File: src/rtl/sync_ram_ctrl.sv
// sync_ram_ctrl: single-port synchronous RAM with registered read data,
// a read-valid strobe, a built-in clear engine that sweeps FILL into every
// word after reset or on a soft-clear request, and a selectable
// read-during-write mode.
//
// Access handshake: a request is en=1 sampled on a rising clk edge while
// busy=0; wr selects write (1) or read (0). There is no backpressure: every
// request presented while busy=0 is accepted on that edge, and every request
// presented while busy=1 is silently dropped. A read is answered exactly one
// cycle later by rd_valid=1 with data_out holding the word. With WR_FIRST=1
// a write is answered the same way with data_out = data_in. rd_valid is a
// single-cycle strobe per accepted request and never stalls.
module sync_ram_ctrl #(
    parameter int unsigned          DATA_W   = 8,
    parameter int unsigned          ADDR_W   = 8,
    parameter logic [DATA_W-1:0]    FILL     = '0,
    parameter bit                   WR_FIRST = 1'b0
) (
    input  logic              clk,
    input  logic              rst,
    input  logic              en,
    input  logic              wr,
    input  logic [ADDR_W-1:0] addr,
    input  logic [DATA_W-1:0] data_in,
    input  logic              clr,
    output logic [DATA_W-1:0] data_out,
    output logic              rd_valid,
    output logic              busy,
    output logic              state_dbg
);

    localparam int unsigned DEPTH = 2 ** ADDR_W;

    // Two-state controller: CLEAR sweeps the array, READY serves accesses.
    typedef enum logic [0:0] {
        S_CLEAR = 1'b0,
        S_READY = 1'b1
    } state_t;

    state_t              state;
    state_t              state_nxt;
    logic [ADDR_W-1:0]   cptr;
    logic                last_clear;

    logic                rd_fire;
    logic                wr_fire;
    logic                clr_fire;
    logic                sweep_we;

    logic                mem_we;
    logic [ADDR_W-1:0]   mem_waddr;
    logic [DATA_W-1:0]   mem_wdata;

    logic [DATA_W-1:0]   mem [DEPTH];

    // The sweep ends on the edge that writes the highest address.
    assign last_clear = (cptr == ADDR_W'(DEPTH - 1));

    // State register; reset restarts the sweep from scratch, even mid-clear.
    always_ff @(posedge clk) begin
        if (rst) begin
            state <= S_CLEAR;
        end else begin
            state <= state_nxt;
        end
    end

    // Next-state: leave CLEAR after the last word; re-enter on clr in READY only.
    always_comb begin
        state_nxt = state;
        case (state)
            S_CLEAR: begin
                if (last_clear) begin
                    state_nxt = S_READY;
                end
            end
            S_READY: begin
                if (clr) begin
                    state_nxt = S_CLEAR;
                end
            end
            default: state_nxt = S_CLEAR;
        endcase
    end

    // Output decode: which array operation, if any, happens on this edge.
    // clr inside CLEAR is deliberately ignored so a sweep is never extended.
    always_comb begin
        rd_fire   = 1'b0;
        wr_fire   = 1'b0;
        clr_fire  = 1'b0;
        sweep_we  = 1'b0;
        busy      = 1'b1;
        state_dbg = 1'b0;
        case (state)
            S_CLEAR: begin
                sweep_we  = 1'b1;
                busy      = 1'b1;
                state_dbg = 1'b0;
            end
            S_READY: begin
                rd_fire   = en & ~wr;
                wr_fire   = en & wr;
                clr_fire  = clr;
                busy      = 1'b0;
                state_dbg = 1'b1;
            end
            default: begin
                busy      = 1'b1;
                state_dbg = 1'b0;
            end
        endcase
    end

    // Clear pointer: zero on reset or soft clear, advances once per sweep edge.
    always_ff @(posedge clk) begin
        if (rst) begin
            cptr <= '0;
        end else if (state == S_CLEAR) begin
            cptr <= cptr + 1'b1;
        end else if (clr_fire) begin
            cptr <= '0;
        end
    end

    // Array write port select: the sweep owns the port while clearing.
    always_comb begin
        mem_we    = 1'b0;
        mem_waddr = addr;
        mem_wdata = data_in;
        if (!rst) begin
            if (sweep_we) begin
                mem_we    = 1'b1;
                mem_waddr = cptr;
                mem_wdata = FILL;
            end else if (wr_fire) begin
                mem_we    = 1'b1;
                mem_waddr = addr;
                mem_wdata = data_in;
            end
        end
    end

    // Storage array; never reset directly, only swept by the clear engine.
    always_ff @(posedge clk) begin
        if (mem_we) begin
            mem[mem_waddr] <= mem_wdata;
        end
    end

    // Registered read port and strobe; data_out holds unless a read (or a
    // write in write-first mode) updates it.
    always_ff @(posedge clk) begin
        if (rst) begin
            data_out <= '0;
            rd_valid <= 1'b0;
        end else if (rd_fire) begin
            data_out <= mem[addr];
            rd_valid <= 1'b1;
        end else if (wr_fire && WR_FIRST) begin
            data_out <= data_in;
            rd_valid <= 1'b1;
        end else begin
            rd_valid <= 1'b0;
        end
    end

endmodule

File: config.mk
export PLATFORM = sky130hd
export DESIGN_NAME = sync_ram_ctrl
export DESIGN_NICKNAME = d
export VERILOG_FILES = /design/src/rtl/sync_ram_ctrl.sv
export SDC_FILE = /design/constraint.sdc
export NUM_CORES = 2
export LEC_CHECK = 0
export CORE_MARGIN = 10
export CORE_UTILIZATION = 45
export DETAILED_ROUTE_END_ITERATION = 10
export PLACE_DENSITY_LB_ADDON = 0.1
export SETUP_SLACK_MARGIN = 0.02
export SYNTH_ARGS = -nofsm -noshare
export SYNTH_HDL_FRONTEND = slang
export SYNTH_SLANG_ARGS = --single-unit
File: constraint.sdc
create_clock -name clk -period 12.67 [get_ports clk]
set_input_delay 1.267 -clock clk [delete_from_list [all_inputs] [get_ports clk]]
set_output_delay 1.267 -clock clk [all_outputs]
set_load 0.05 [all_outputs]
==> run_results.csv <==
group,metric,value,unit
run_status,outcome,"complete, no violations",
place,hpwlAfterDp,137,mm
sta,final.period_utilization,42.6,%
sta,finalMaxSlewViolations,0,
global_route,grt_pass1_vias,40100,
sta,clock_skew,27.3,ps
global_route,antenna_found_initial,11,
clock_tree,clk_latency,840,ps
worst_setup_path,crit_chain,"buf_8 -> buf_4 -> buf_4 -> mux4_1 -> mux4_2 -> o21ai_0 -> nor4_1 -> a211o_1",
clock_tree,cts_tree,"built",
worst_setup_path,critPathSlowestCell,"o21ai_0",
clock_tree,cts_sinks,2066,
clock_tree,clock_path_buffers,3,
worst_setup_path,cp.arrival,6120,ps
sta,tns,0,ps
clock_tree,path_clk_slew,60,ps
sta,hold_viol,0,
worst_setup_path,slowest_delay,870,ps
worst_setup_path,crit_end,"data_out[7]",
logic_synthesis,syn-num-nets,3955,
floorplanning,initial_core_util,45.3,%
logic_synthesis,synth.distinct_cells,74,
floorplanning,coreArea,179000,µm²
worst_setup_path,endpoint_kind,"flop",
logic_synthesis,yosysWarnings,0,
floorplanning,rows,155,
detailed_routing,drt_iter0_drc,4146,
logic_synthesis,postSynthAreaPerCell,20.6,µm²
floorplanning,dieHeight,444,µm
logic_synthesis,synthCells,3933,
worst_setup_path,critical_path.startpoint,"addr[0]",
detailed_routing,via_per_inst,6.10,
worst_setup_path,cp.required,13390,ps
logic_synthesis,synth_top_cell_area_share,75.9,%
logic_synthesis,yosysTopAreaCell,"edfxtp_1",
worst_setup_path,cp_max_fo,53,
global_route,grt_pass1_wl,315,mm
detailed_routing,routed_wirelength,221,mm
worst_setup_path,rrSetupSlack,8430,ps
worst_setup_path,worstReg2RegEnd,"mem[237][0]",
place,place.gp.congestion,0.796,
logic_synthesis,netlist_area,81100,µm²
worst_setup_path,r2r-start,"state",
finish,final_common_cell,"edfxtp_1",
sta,relSlewSlack,7.51,%
power_and_ir_drop,powerDensity,157,nW/µm²
clock_tree,cts_resized,0,
finish,most-common-layout-cells,"edfxtp_1, mux4_2, nor2_1",
global_route,grt_usage,22.2,%
power_and_ir_drop,peakVddDrop,0.123,mV
clock_tree,cts_setup_buffers,0,
worst_setup_path,r2r_cells,5,
finish,multi_input_area,17600,µm²
finish,seqCellArea,61900,µm²
global_route,grt_max_degree,187,
logic_synthesis,ys_ff_latch,2066,
detailed_routing,ant_nets,0,
floorplanning,io_pins,32,
sta,setup_viol,0,
finish,nFillCells,14400,
sta,hold_slack,560,ps
worst_setup_path,critPathMostFrequentCell,"buf_4",
floorplanning,die_area,198000,µm²
power_and_ir_drop,p_leak,28.3,nW
detailed_routing,dr.pass1.iters,7,
power_and_ir_drop,total_power,14.2,mW
detailed_routing,drc,0,
global_route,grt-ovfl-total,0,
sta,rsz0062_at_grt,"false",
sta,max_freq,185,MHz
logic_synthesis,async_reset_ff_share,0,%
finish,drive_gt1_share,18.8,%
logic_synthesis,ys.flop_type,"edfxtp_1",
logic_synthesis,ys_seq_area_share,76.3,%
clock_tree,numCtsBuffers,212,
worst_setup_path,critPathKind,"in -> reg",
logic_synthesis,synth-edff-count,2048,
place,port_buffers,31,
sta,min_period,5400,ps
worst_hold_path,hold_class,"reg -> reg",
floorplanning,die_width,444,µm
finish,area_growth_syn_to_layout,11.2,%
flow_run,max_cap_viol_count,0,
worst_setup_path,startpoint_type,"primary input",
clock_tree,cts_max_level,4,
finish,finalNetCount,4054,
logic_synthesis,ys_top_cells_by_area,"edfxtp_1, mux4_2, mux2i_1",
detailed_routing,avgRoutedWirePerCell,33.7,µm
clock_tree,cts_hold_buf,0,
sta,worst_pin_slew,1370,ps
finish,fin_util,50.4,%
clock_tree,cts-root-buf,"clkbuf_16",
detailed_routing,via_count,40000,
## cells by family (layout without fill, tap and decap cells)
family	Yosys count	count (layout)	synth area share (%)
AOI/OAI and AO/OA	392	392	3.50
adders and majority gates	1	1	0.0154
buffers and inverters	243	512	2.08
DFF	2066	2066	76.3
muxes	668	668	15.1
other	0	5	0
and+or+nand+nor	563	563	3.02
## registers in the layout (all words and copies together) (netlist names)
register,flops
cptr,8
state,1
mem,2048
rd_valid,1
data_out,8
## Yosys cell counts, types with 6 or more instances
library cell  number
edfxtp_1        2048
mux4_2           376
nor2_1           302
mux2i_1          237
nand2_1          101
clkbuf_1          87
o22ai_1           78
buf_2             66
mux4_1            51
o221ai_1          49
a21oi_1           47
o21ai_0           45
nand3_1           42
a22oi_1           37
nor3_1            34
buf_6             31
a211oi_1          28
and2_1            21
buf_8             21
a22o_1            20
dfxtp_1           18
buf_4             14
nor4_1            11
a2111oi_0         10
buf_12            10
nand3b_1          10
or3_1             10
a31oi_1            9
a32oi_1            8
nand2b_1           8
buf_1              7
o31ai_1            7
and3_1             6
## area by class of cell
class                           count  share of cell area (%)
Tap cell                         2355                    3.27
Inverter                            5                  0.0264
Clock buffer                      279                    6.25
Clock inverter                    105                    1.09
Multi-Input combinational cell   1624                    19.5
Sequential cell                  2066                    68.6
Antenna cell                        5                  0.0139
Timing Repair Buffer              123                    1.20
## worst min path at each step
stage | start | endpoint | cells past startpoint
after floorplan | cptr[5] | cptr[5] | 2
after global placement | cptr[5] | cptr[5] | 2
after detailed placement | cptr[5] | cptr[5] | 2
after CTS | cptr[5] | cptr[5] | 2
after global routing | data_out[5] | data_out[5] | 2
final | data_out[5] | data_out[5] | 2
## worst max-delay path, delay by kind of cell
family	cells	cell delay (ps)
compound gates	2	1190
buf+inv	3	2120
mux	2	1210
simple gates	1	160
## power by group
| part | switching, mW | leakage (nW) | internal [mW] |
|---|---|---|---|
| clock network | 2.60 | 3.21 | 3.39 |
| registers | 0.00315 | 18.8 | 7.52 |
| logic | 0.460 | 6.25 | 0.210 |
## per-layer routing
| metal | vias to the layer above | GRT usage, % | routed length [µm] |
|---|---|---|---|
| li1 | 16600 | - | - |
| met1 | 21700 | 31.6 | 95000 |
| met2 | 1404 | 35.6 | 107000 |
| met3 | 287 | 3.83 | 13900 |
| met4 | 2 | 5.82 | 5340 |
| met5 | - | 0 | 13 |
## through the flow
step,worst slack (ps),instance area [µm²],instances
finish,7270,90100,6562
global route,6920,90100,6558
global placement,6280,83500,6173
floorplan,6910,81100,3933
CTS,7190,90100,6557
detailed placement,6300,83500,6173
Note: power is estimated with default switching activity, not from simulation.
